[config.mk]
export PLATFORM = sky130hd
export DESIGN_NAME = alu_pipe_n
export DESIGN_NICKNAME = d
export VERILOG_FILES = /design/src/rtl/alu_pkg.sv /design/src/rtl/alu_core_n.sv /design/src/rtl/alu_pipe_n.sv
export SDC_FILE = /design/constraint.sdc
export NUM_CORES = 1
export LEC_CHECK = 0
export ABC_AREA = 1
export CORE_MARGIN = 8
export CORE_UTILIZATION = 37
export DETAILED_ROUTE_END_ITERATION = 8
export GPL_TIMING_DRIVEN = 0
export MAX_ROUTING_LAYER = met4
export SLEW_MARGIN = 25
export SYNTH_ARGS = -nofsm -noshare
export SYNTH_HDL_FRONTEND = slang
export SYNTH_SLANG_ARGS = --single-unit
[constraint.sdc]
create_clock -name clk -period 4.4 [get_ports clk]
set_input_delay 0.44 -clock clk [delete_from_list [all_inputs] [get_ports clk]]
set_output_delay 0.44 -clock clk [all_outputs]
set_load 0.02 [all_outputs]
[src/rtl/alu_pkg.sv]
// rtl/alu_pkg.sv - opcode and flag types shared by the ALU pipeline and its combinational core

package alu_pkg;

    typedef enum logic [2:0] {
        OP_ADD  = 3'b000,
        OP_SUB  = 3'b001,
        OP_AND  = 3'b010,
        OP_OR   = 3'b011,
        OP_XOR  = 3'b100,
        OP_NOTA = 3'b101,
        OP_SHL  = 3'b110,
        OP_SHR  = 3'b111
    } alu_op_e;

    // Flag part of a result; the WIDTH-bit d travels beside it so the type stays width-agnostic.
    typedef struct packed {
        logic co;
        logic zero;
        logic ovf;
    } alu_flags_t;

    // Signed overflow of x + y = r: operands agree in sign and the result disagrees.
    function automatic logic signed_ovf(input logic x_msb, input logic y_msb, input logic r_msb);
        return (x_msb == y_msb) && (r_msb != x_msb);
    endfunction

endpackage

[src/rtl/alu_core_n.sv]
// rtl/alu_core_n.sv - combinational ALU: op decode, carry, flags; ALU_SAT_EN selects signed saturation on ADD/SUB

module alu_core_n
    import alu_pkg::*;
#(
    parameter int WIDTH = 8
) (
    input  logic [WIDTH-1:0] i_a,
    input  logic [WIDTH-1:0] i_b,
    input  alu_op_e          i_f,
    input  logic             i_cci,
    output logic [WIDTH-1:0] o_d,
    output alu_flags_t       o_flags
);

    logic [WIDTH-1:0] w_b_eff;
    logic             w_cin;
    logic [WIDTH:0]   w_sum;
    logic             w_arith_ovf;
    logic [WIDTH-1:0] w_d;
    logic             w_co;
    logic             w_ovf;

    // SUB reuses the adder as a + ~b + !cci, so co=1 means no borrow.
    assign w_b_eff     = (i_f == OP_SUB) ? ~i_b : i_b;
    assign w_cin       = (i_f == OP_SUB) ? ~i_cci : i_cci;
    assign w_sum       = {1'b0, i_a} + {1'b0, w_b_eff} + {{WIDTH{1'b0}}, w_cin};
    assign w_arith_ovf = signed_ovf(i_a[WIDTH-1], w_b_eff[WIDTH-1], w_sum[WIDTH-1]);

    always_comb begin
        w_d   = '0;
        w_co  = 1'b0;
        w_ovf = 1'b0;
        case (i_f)
            OP_ADD, OP_SUB: begin
                w_d   = w_sum[WIDTH-1:0];
                w_co  = w_sum[WIDTH];
                w_ovf = w_arith_ovf;
`ifdef ALU_SAT_EN
                // Overflow direction follows the sign of a, which both effective operands share.
                if (w_arith_ovf) begin
                    w_d = i_a[WIDTH-1] ? {1'b1, {(WIDTH-1){1'b0}}} : {1'b0, {(WIDTH-1){1'b1}}};
                end
`endif
            end
            OP_AND:  w_d = i_a & i_b;
            OP_OR:   w_d = i_a | i_b;
            OP_XOR:  w_d = i_a ^ i_b;
            OP_NOTA: w_d = ~i_a;
            OP_SHL: begin
                w_d  = {i_a[WIDTH-2:0], i_cci};
                w_co = i_a[WIDTH-1];
            end
            OP_SHR: begin
                w_d  = {i_cci, i_a[WIDTH-1:1]};
                w_co = i_a[0];
            end
            default: ;
        endcase
    end

    assign o_d          = w_d;
    assign o_flags.co   = w_co;
    assign o_flags.zero = (w_d == '0);
    assign o_flags.ovf  = w_ovf;

endmodule

[src/rtl/alu_pipe_n.sv]
// rtl/alu_pipe_n.sv - 2-stage valid/ready ALU pipeline around alu_core_n; ALU_SAT_EN enables ADD/SUB saturation

module alu_pipe_n
    import alu_pkg::*;
#(
    parameter int WIDTH = 8
) (
    input  logic             clk,
    input  logic             rst_n,
    input  logic             in_valid,
    output logic             in_ready,
    input  logic [WIDTH-1:0] a,
    input  logic [WIDTH-1:0] b,
    input  alu_op_e          f,
    input  logic             cci,
    output logic             out_valid,
    input  logic             out_ready,
    output logic [WIDTH-1:0] d,
    output logic             co,
    output logic             zero,
    output logic             ovf
);

    logic             r_s1_valid;
    logic [WIDTH-1:0] r_s1_a;
    logic [WIDTH-1:0] r_s1_b;
    alu_op_e          r_s1_f;
    logic             r_s1_cci;

    logic             r_s2_valid;
    logic [WIDTH-1:0] r_d;
    alu_flags_t       r_flags;

    logic             w_s2_load;
    logic             w_s1_move;
    logic             w_in_fire;
    logic [WIDTH-1:0] w_core_d;
    alu_flags_t       w_core_flags;

    assign w_s2_load = !r_s2_valid || out_ready;
    assign w_s1_move = r_s1_valid && w_s2_load;
    assign in_ready  = !r_s1_valid || w_s2_load;
    assign w_in_fire = in_valid && in_ready;

    always_ff @(posedge clk or negedge rst_n) begin
        if (!rst_n) begin
            r_s1_valid <= 1'b0;
            r_s1_a     <= '0;
            r_s1_b     <= '0;
            r_s1_f     <= OP_ADD;
            r_s1_cci   <= 1'b0;
        end else if (w_in_fire) begin
            r_s1_valid <= 1'b1;
            r_s1_a     <= a;
            r_s1_b     <= b;
            r_s1_f     <= f;
            r_s1_cci   <= cci;
        end else if (w_s1_move) begin
            r_s1_valid <= 1'b0;
        end
    end

    alu_core_n #(
        .WIDTH(WIDTH)
    ) u_core (
        .i_a    (r_s1_a),
        .i_b    (r_s1_b),
        .i_f    (r_s1_f),
        .i_cci  (r_s1_cci),
        .o_d    (w_core_d),
        .o_flags(w_core_flags)
    );

    // Result registers only change on a real beat, so they stay frozen while stalled or idle.
    always_ff @(posedge clk or negedge rst_n) begin
        if (!rst_n) begin
            r_s2_valid <= 1'b0;
            r_d        <= '0;
            r_flags    <= '0;
        end else if (w_s2_load) begin
            r_s2_valid <= r_s1_valid;
            if (r_s1_valid) begin
                r_d     <= w_core_d;
                r_flags <= w_core_flags;
            end
        end
    end

    assign out_valid = r_s2_valid;
    assign d         = r_d;
    assign co        = r_flags.co;
    assign zero      = r_flags.zero;
    assign ovf       = r_flags.ovf;

endmodule

# Word-level counts from Yosys, hierarchy flattened

Index checks and enable logic that the tools add are counted.
Widths: inputs -> output; s select.

Flip-flop bits (word level): 33
Logic and storage cells: 46
Output and inout bits: 13

Muxes and demuxes: 7
Bitwise gates (word level): 6
Reductions and logical operators: 12
$add $sub $neg: 2
Equality and inequality tests: 9

Operators by type and width:

| cell               | number |
|---|---|
| $pmux 8 s7         | 1 |
| $not 8->8          | 2 |
| $eq 3x3->1 const B | 4 |
| $add 8x8->9        | 1 |
| $add 9x1->9        | 1 |
| $and 8x8->8        | 1 |
| $logic_not 8->1    | 1 |
| $mux 8             | 1 |
| $or 8x8->8         | 1 |
| $xor 8x8->8        | 1 |
| $eq 3x2->1 const B | 2 |
| $mux 1             | 4 |
| $eq 3x1->1 const B | 1 |
| $logic_and 1x1->1  | 3 |
| $logic_not 3->1    | 1 |
| $pmux 1 s3         | 1 |
| $logic_not 1->1    | 2 |
| $logic_or 1x1->1   | 2 |
| $reduce_and 2->1   | 1 |
| $reduce_bool 2->1  | 1 |
| $reduce_or 2->1    | 1 |
| $eq 1x1->1         | 1 |
| $ne 1x1->1         | 1 |
| $not 1->1          | 1 |

# Longest topological paths before layout

Gate-level depths: netlist of run 1.

Depth after elaboration: 7
Depth in mapped cells: 19
Depth with buffers taken out: 17

# By module

Synthesis of run 1 repeated with hierarchy kept, for this count alone.

Cells, all modules: 391
Area total of the unflattened synthesis: 2667.6 µm²

Modules (own cells, without submodules):

| module     | times used | cells an instance | area each (µm²) |
|---|---|---|---|
| alu_core_n | 1          | 249               | 1372.6 |
| alu_pipe_n | 1          | 142               | 1295.0 |

# Least setup slack after synthesis of run 1

Ideal clock, no wire load.

Kind: reg-to-reg
Start point: register r_s1_f[1]
End point: register r_flags, in the netlist zero
Arrival time: 2596 ps
Period minus slack after synthesis: 2661 ps
Stages on the path, launching flop included: 15
Data required time: 4335 ps
Path slack: 1739 ps
Library setup time: 65 ps
Cell sequence: dfrtp_1 -> buf_6 -> inv_1 -> nand3_1 -> buf_4 -> xor2_1 -> fa_1 -> inv_1 -> fa_1 -> or2_2 -> nand2_2 -> nand3_2 -> nor2_1 -> nand2_1 -> nand2_1

Word-level cells in the longest chain between the ends: 6
Elaborated cells between the ends (all ways): 15
Those cells by class: add/sub (2); eq/ne (7); mux (3); reduce/logical (3)

RTL lines:

| what                   | RTL line                                             | RTL |
|---|---|---|
| start, declared        | alu_pipe_n.sv:27                                     | `alu_op_e r_s1_f;` |
| start signal, assigned | alu_pipe_n.sv:50                                     | `r_s1_f <= OP_ADD;` |
| start signal, assigned | alu_pipe_n.sv:56                                     | `r_s1_f <= f;` |
| $eq 3x1->1             | alu_core_n.sv:25, alu_core_n.sv:26, alu_core_n.sv:34 |  |
| $mux 8                 | alu_core_n.sv:25                                     | `assign w_b_eff = (i_f == OP_SUB) ? ~i_b : i_b;` |
| $add 8x8->9            | alu_core_n.sv:27                                     | `assign w_sum = {1'b0, i_a} + {1'b0, w_b_eff} + {{WIDTH{1'b0}}, w_cin};` |
| $add 9x1->9            | alu_core_n.sv:27                                     |  |
| $pmux 8 s7 (*)         | alu_core_n.sv:34                                     | `case (i_f)` |
| $logic_not 8->1 (*)    | alu_core_n.sv:64                                     | `assign o_flags.zero = (w_d == '0);` |
| end signal, assigned   | alu_pipe_n.sv:84                                     | `r_flags <= w_core_flags;` |
| end, declared          | alu_pipe_n.sv:32                                     | `alu_flags_t r_flags;` |

Every way passes the cells marked *; elsewhere a longest branch is shown, timed or not.
A chain may end at the register's enable or synchronous reset.

# Final worst setup path of run 1

Ends and elaborated chain as after synthesis.

==> results of run 1 <==
[power by group through the flow]
stage / combinational (mW) / sequential [mW] / clock [mW]
after floorplan: 0.426 / 0.471 / 0
after global placement: 0.692 / 0.426 / 0
after detailed placement: 0.705 / 0.428 / 0
after CTS: 0.707 / 0.422 / 0.235
after global routing: 0.802 / 0.432 / 0.243
final: 0.702 / 0.421 / 0.222
[critical path: stages (launching register included)]
cell and delay [ns]:
dfrtp_1 0.45, buf_6 0.19, inv_1 0.15, nand3_1 0.09
buf_4 0.19, xor2_1 0.16, fa_1 0.39, inv_1 0.12
fa_1 0.41, or2_2 0.30, nand2_2 0.08, nand3_2 0.07
nor2_1 0.10, nand2_1 0.06, nand2_1 0.05
[cells in the final DEF, fill, tap and decap left out, drive strengths merged]
| cell type | count |
|---|---|
| inv | 48 |
| buf | 11 |
| nand3b | 1 |
| xnor2 | 1 |
| clkbuf | 10 |
| fa | 2 |
| or2 | 1 |
| o311ai | 1 |
| nor2 | 58 |
| nand4 | 9 |
| a31oi | 1 |
| ha | 26 |
| a21oi | 30 |
| dfrtp | 33 |
| clkdlybuf4s50 | 35 |
| nand2 | 86 |
| o31ai | 1 |
| o21ai | 9 |
| nand3 | 31 |
| mux2 | 1 |
| xor2 | 9 |
[how the worst max path moves through the flow]
stage | from | endpoint | slack, ns | cells after the start
3_5_place_dp | r_s1_f[1] | zero | 1.56 | 14
4_1_cts | r_s1_f[1] | zero | 1.54 | 14
2_1_floorplan | r_s1_f[1] | zero | 1.74 | 14
5_1_grt | r_s1_f[1] | zero | 1.29 | 14
6_report | r_s1_f[1] | zero | 1.53 | 14
3_3_place_gp | r_s1_f[1] | zero | 1.57 | 14
[final cells by class]
class                           count  area share [%]
Tap cell                           96            3.77
Clock buffer                        8            2.51
Inverter                           48            5.65
Timing Repair Buffer               37            12.0
Buffer                             11            2.71
Multi-Input combinational cell    267            47.4
Sequential cell                    33            25.9
[sequential cells by signal, summed over array words and instances (netlist names)]
signal and count:
d 8, r_s1_a 8, ovf 1, co 1, out_valid 1, r_s1_f 3, zero 1, r_s1_valid 1
r_s1_cci 1, r_s1_b 8
[through the flow]
stage                     hold WS (ns)  util [%]  cells  setup slack, ns
after floorplan                  0.144         -    359             1.74
after global placement           0.462      45.4    491             1.57
after detailed placement         0.387      45.7    492             1.56
after CTS                       0.0788      46.9    500             1.54
after global routing            0.0940      46.9    500             1.29
final                           0.0715      46.9    500             1.53
[routing by layer]
layer / wire length [µm] / vias to the layer above
met2: 2980 / 41
met4: 52 / 0
met5: 0 / -
met3: 275 / 5
met1: 3260 / 1104
li1: - / 1228
[cell families (layout without fill, tap and decap cells)]
kind of cell	Yosys count	after routing	share of synthesized area, %
multiplexers	1	1	0.432
buffers and inverters	59	104	10.2
XOR/XNOR	10	10	3.36
AND/OR/NAND/NOR	186	186	31.9
adder cells (fa/ha/maj)	28	28	14.0
flip-flops	33	33	31.7
AO/OA/AOI/OAI	42	42	8.36
==> results.md, run 1 <==
* Status: finished clean
* Leak at 1.62 nW
* Worst r2r src: r_s1_f[1]
* N_diodes at 0
* Placed cell area at 3110 µm²
* CP Data Arrival Time at 3.09 ns
* Post-route ant nets at 0
* Wire per inst at 13.1 µm
* Area grow syn2layout at 22.4%
* Async S/R FF share, synth at 100%
* Avg Vias per Cell at 4.76
* Synthesized area at 2600 µm²
* Worst reg2reg endpoint: zero
* Syn nets at 411
* Port Buf Inserts at 36
* Count leader, synth: nand2_1
* Pint at 0.769 mW
* CP Max Fanout at 10
* Core Rows at 30
* Hold-fix buffers, CTS at 0
* Final HPWL DP at 5310 µm
* Fin nets at 455
* Net Switching at 0.577 mW
* Drt pass-1 iters at 4
* Reg2Reg Depth at 14
* Post-CTS sizing at 0
* Global route hottest layer: met2
* Slew HR at 62.3%
* Mapped Avg Cell Area at 7.26 µm²
* Clk network pwr share at 16.5%
* Routability cong. at 0.859
* Post-CTS Setup Inserts at 0
* Top cells by area, synth: dfrtp_1, ha_1, nand2_1
* Floorplan Core Area at 6790 µm²
* Synth warn at 0
* Distinct cells, synth at 30
* Total GRT Usage at 14.6%
* Startpoint type of the worst setup path: register
* Fraction of power spent switching nets at 42.9%
* Cell accounting for the most synthesized area: dfrtp_1
* Fin crit share at 65.2%
* RSZ-0062 raised after global routing: no
* Final Hold Viols at 0
* Fin Clk Skew at 0.00625 ns
* Clock Tree Root: clkbuf_8
* P per Cell Area at 422 nW/µm²
* Peak VDD IR at 0.000195 V
* Largest net degree at the start of global routing at 20
* Yosys top cell area share at 31.7%
* Min-Delay Path Class: input port to async pin
* Comb power frac at 52.2%
* Post-Syn Instances at 359
* Antenna violations before repair at 0
* Part of the power in registers at 31.3%
* Final min period at 2.87 ns
* Met3 usage at 3.11%
* Final slew viol count at 0
* Commonest cells post-synth: nand2_1, nor2_1, inv_1
* Vias at 2378
* H-tree depth at 2
* Full die area at 9980 µm²
* I/O pins at 37
* Power Total at 1.35 mW
* Max-Cap Viols at 0
* # setup viols final at 0
* Crit end category: register
* Iter 0 DRT Violations at 79
* Met1 Use GR at 18.9%
* First-pass GRT wire length at 11500 µm
* Yosys reg bits at 33
* Post-synthesis sequential area ratio at 31.7%
* CTS tree: done
* GR Overflow Total at 0
* Main synth FF type: dfrtp_1
* Layout cells sized above 1 at 7.67%
* Multi-input logic area at 1510 µm²
* TritonCTS buffer count at 5
* Reg clk slew, reported paths at 0.07 ns
* Filler cells at 725
* Fmax at 348 MHz
* DRC violations left at 0
* Path type of the worst setup path: register to register
* Die Span Y at 99.9 µm
* Register area at 826 µm²
* Number of synthesized flops with an enable pin at 0
* Die width at 99.9 µm
* Post-route cell area at 3190 µm²
* Post-Route WL at 6570 µm
* Skew-Pair Late Insertion Delay at 0.29 ns
* Initial core utilization at 38.3%
* Worst EP required at 4.62 ns
* Worst R2R Setup Slack at 1.53 ns
* Clock sink count at 33
* Worst slew pin tran at 0.566 ns
* Setup TNS at 0 ns
* Met2 usage at 22.6%
* Longest Clk Path Bufs at 2
* Vias in the first global route at 2323
Note: power is estimated with default switching activity, not from simulation.
==> run 2, diff against run 1 <==
Clock period 4.4 ns to 2.9 ns, I/O delays scaled along.
==> results.md, run 2 (same netlist as run 1, synthesis figures left out) <==
* Status: finished clean
* Core Rows at 30
* Longest Clk Path Bufs at 2
* Worst R2R Setup Slack at 0.18 ns
* Final min period at 2.72 ns
* Dpl cells at 492
* Vias in the first global route at 2329
* CP Max Fanout at 10
* Area grow syn2layout at 24.8%
* Max-Cap Viols at 0
* Routed length on met2 at 3000 µm
* H-tree depth at 2
* Post-Route WL at 6640 µm
* Reg clk slew, reported paths at 0.07 ns
* GR Overflow Total at 0
* Worst r2r src: r_s1_f[1]
* Non-Filler Instances at 504
* Highest metal used: met4
* Hold Slack at 0.463 ns
* Most common cell after layout, fill and taps aside: nand2_1
* Worst reg2reg endpoint: zero
* Fin crit share at 94.0%
* CP Data Arrival Time at 2.95 ns
* Floorplan Core Area at 6790 µm²
* I/O pins at 37
* Fin nets at 459
* Drt pass-1 iters at 4
* Port Buf Inserts at 36
* Leak at 1.64 nW
* Post-route cell area at 3250 µm²
* Total GRT Usage at 14.6%
* CTS tree: done
* Die Span Y at 99.9 µm
* Final slew viol count at 0
* Post-route ant nets at 0
* Clock sink count at 33
* Met3 WL at 361 µm
* Iter 0 DRT Violations at 86
* Startpoint type of the worst setup path: register
* Peak VDD IR at 0.000300 V
* RSZ-0062 raised after global routing: no
* Leading cell types in the layout, fill and taps excluded: nand2_1, nor2_1, inv_1, clkdlybuf4s50_1, dfrtp_1
* Worst slew pin tran at 0.565 ns
* Fin Clk Skew at 0.00512 ns
* Die width at 99.9 µm
* Final Hold Viols at 0
* P per Cell Area at 637 nW/µm²
* TritonCTS buffer count at 5
* Slew HR at 62.3%
* Initial core utilization at 38.3%
* Final HPWL DP at 5310 µm
* Worst EP required at 3.13 ns
* Placed cell area at 3110 µm²
* Reg2Reg Depth at 14
* DRC violations left at 0
* Largest net degree at the start of global routing at 20
* Full die area at 9980 µm²
* Wire per inst at 13.2 µm
* Met1 wire length at 3230 µm
* N_diodes at 0
* Vias at 2408
* Layout cells sized above 1 at 9.56%
* # setup viols final at 0
* Setup TNS at 0 ns
* Routability cong. at 0.859
* Crit end category: register
* Antenna violations before repair at 0
* Min-Delay Path Class: input port to async pin
* Fmax at 367 MHz
* First-pass GRT wire length at 11500 µm
* Avg Vias per Cell at 4.78
* Skew-Pair Late Insertion Delay at 0.29 ns
* Clock Tree Root: clkbuf_8
* Path type of the worst setup path: register to register
run 2: cell types whose count changed in the layout (fill, tap and decap cells not counted), sizes merged:
cell,before,now
buf,11,14
inv,48,47
dlygate4sd3,0,1
clkinvlp,0,1
run 2: timing repair:
action,4_1_cts,5_1_grt
setup buffers,0,3
gates resized for setup,0,9
hold endpoints to repair,14,0
hold buffers,1,0
setup endpoints to repair,0,3
run 2: stage by stage:
stage	utilization [%]	setup slack [ns]	total power [mW]
after global placement	45.4	0.0655	1.70
after global routing	47.8	0.00888	2.27
after floorplan	-	0.239	1.36
final	47.8	0.175	2.07
after detailed placement	45.7	0.0585	1.72
after CTS	47.1	0.0368	2.07
run 2: critical path, cell delays in order (launching register included):
cell and delay [ns]:
dfrtp_2 0.46, buf_12 0.17, clkinvlp_4 0.09, nand3_1 0.08, buf_6 0.16, xor2_2 0.15, fa_1 0.41, inv_2 0.09
fa_1 0.39, or2_2 0.31, nand2_2 0.08, nand3_2 0.08, nor2_2 0.10, nand2_1 0.06, nand2_1 0.05
run 2: area by class of cell:
| type | instances | area, µm² |
|---|---|---|
| Timing Repair Buffer | 41 | 415 |
| Multi-Input combinational cell | 267 | 1520 |
| Buffer | 11 | 98.8 |
| Clock buffer | 8 | 80.1 |
| Inverter | 48 | 186 |
| Tap cell | 96 | 120 |
| Fill cell | 721 | 3540 |
| Sequential cell | 33 | 827 |
run 2: where the power goes:
part	internal [mW]	switching, mW	leakage [nW]	total (mW)
Combinational	0.447	0.642	1.22	1.09
Sequential	0.565	0.0762	0.382	0.641
Clock	0.171	0.168	0.0395	0.339
Total	1.18	0.887	1.64	2.07
run 2: worst max path at each step:
stage,from,end,cells after the start
2_1_floorplan,r_s1_f[1],zero,14
3_3_place_gp,r_s1_f[1],zero,14
3_5_place_dp,r_s1_f[1],zero,14
4_1_cts,r_s1_f[1],zero,14
5_1_grt,r_s1_f[1],zero,18
6_report,r_s1_f[1],zero,14
run 2: per-layer routing:
metal	up-vias	global-route usage [%]
met1	1113	18.9
met2	54	22.6
met3	5	3.18
met4	0	3.14
li1	1236	-
met5	-	-
==> run 3, diff against run 2 <==
Settings changed: SKIP_LAST_GASP from default to 1.
==> results of run 3 <==
Same layout as run 2: the final DEF is identical, and so are final timing and power.
==> RTL edit: new RTL, config.mk and constraints of run 3 <==
Make the reset (`rst_n`) synchronous in 2 clocked blocks.
--- a/src/rtl/alu_pipe_n.sv
+++ b/src/rtl/alu_pipe_n.sv
@@ -42,7 +42,7 @@
     assign in_ready  = !r_s1_valid || w_s2_load;
     assign w_in_fire = in_valid && in_ready;
 
-    always_ff @(posedge clk or negedge rst_n) begin
+    always_ff @(posedge clk) begin
         if (!rst_n) begin
             r_s1_valid <= 1'b0;
             r_s1_a     <= '0;
@@ -72,7 +72,7 @@
     );
 
     // Result registers only change on a real beat, so they stay frozen while stalled or idle.
-    always_ff @(posedge clk or negedge rst_n) begin
+    always_ff @(posedge clk) begin
         if (!rst_n) begin
             r_s2_valid <= 1'b0;
             r_d        <= '0;
Check against the original RTL: differs if rst_n is asserted again (counterexample within 4 cycles, from zero or initial values and one cycle with rst_n low); with rst_n held inactive, the same outputs for 10 cycles.
==> RTL edit against run 3 <==
- first-iteration DRC count increased by 71%
- setup slack gained 0.089 ns
- clock skew grew 0.0025 ns
- routed wire length is 4.6% higher
- sequential cell count did not move
- synthesized area is 7.4% lower
- cell area is 9.0% lower
- count of clock-buffer cells in the layout is 1 lower
- critical path type unchanged
Power is not compared: it rests on default switching activity, and its combinational part moved more than twofold at a synthesized area within 25%.
==> RTL edit: results (changes against run 3) <==
metric	value	unit	change
status	finished, final reports clean		
via_per_inst	5.08		+6.3%
synth_common_cells	67 x nand2_1, 40 x a21oi_1, 40 x inv_1		
r2r_start	r_s1_f[0]		
worst_pin_slew	0.597	ns	+0.0318 ns
cts_resized	1		+1
n_clock_buffer	7		-1
use_met1	18.1	%	-0.80 points
place_inst	468		-4.9%
synth_ff_type	dfxtp_1		
regArea	664	sq um	-20%
clock_area_share	2.92	%	+0.45 points
arrival	2.86	ns	-0.09 ns
seq_cell_count	33		unchanged
drive_gt1_share	5.03	%	-4.5 points
met1Wirelength	3280	microns	+1.6%
grtUsageTotal	15.4	%	+0.79 points
post-route-util	46.9	%	-0.98 points
hpwl	5480	microns	+3.1%
grt_pass1_wl	11800	microns	+2.2%
yosysSeqAreaShare	27.4	%	-4.3 points
post_dp_cell_area	2860	sq um	-8.0%
use_met2	25.8	%	+3.2 points
synthTopCellsByArea	dfxtp_1 27%, ha_1 13%, nand2_1 10%		
buffers	47		-9.6%
multi_input_area	1530	sq um	+0.66%
routed_wl	6950	microns	+4.6%
## RTL edit: worst reg2reg max path, cell delays in order, from the launching register on
cell and delay [ns]:
dfxtp_4 0.40, inv_4 0.08, nor2_4 0.18, nand2_4 0.15, xor2_1 0.19, fa_1 0.40
inv_1 0.10, fa_2 0.43, nor2_1 0.11, inv_1 0.04, nand2_1 0.09, nand3_1 0.10
nor2_1 0.12, nand2_1 0.07, a21oi_2 0.11
## RTL edit: kinds of logic after synthesis
logic type	after synthesis	synth area share (%)
buffers and inverters	56	9.49
AO/OA/AOI/OAI	79	17.0
AND/OR/NAND/NOR	150	27.4
adder cells (fa/ha/maj)	28	15.1
flip-flops	33	27.4
XOR/XNOR	10	3.63
## RTL edit: power by group
| group | internal [mW] | switching, mW |
|---|---|---|
| Clock | 0.188 | 0.166 |
| Sequential | 0.486 | 0.0298 |
| Combinational | 0.165 | 0.246 |
| Total | 0.839 | 0.442 |
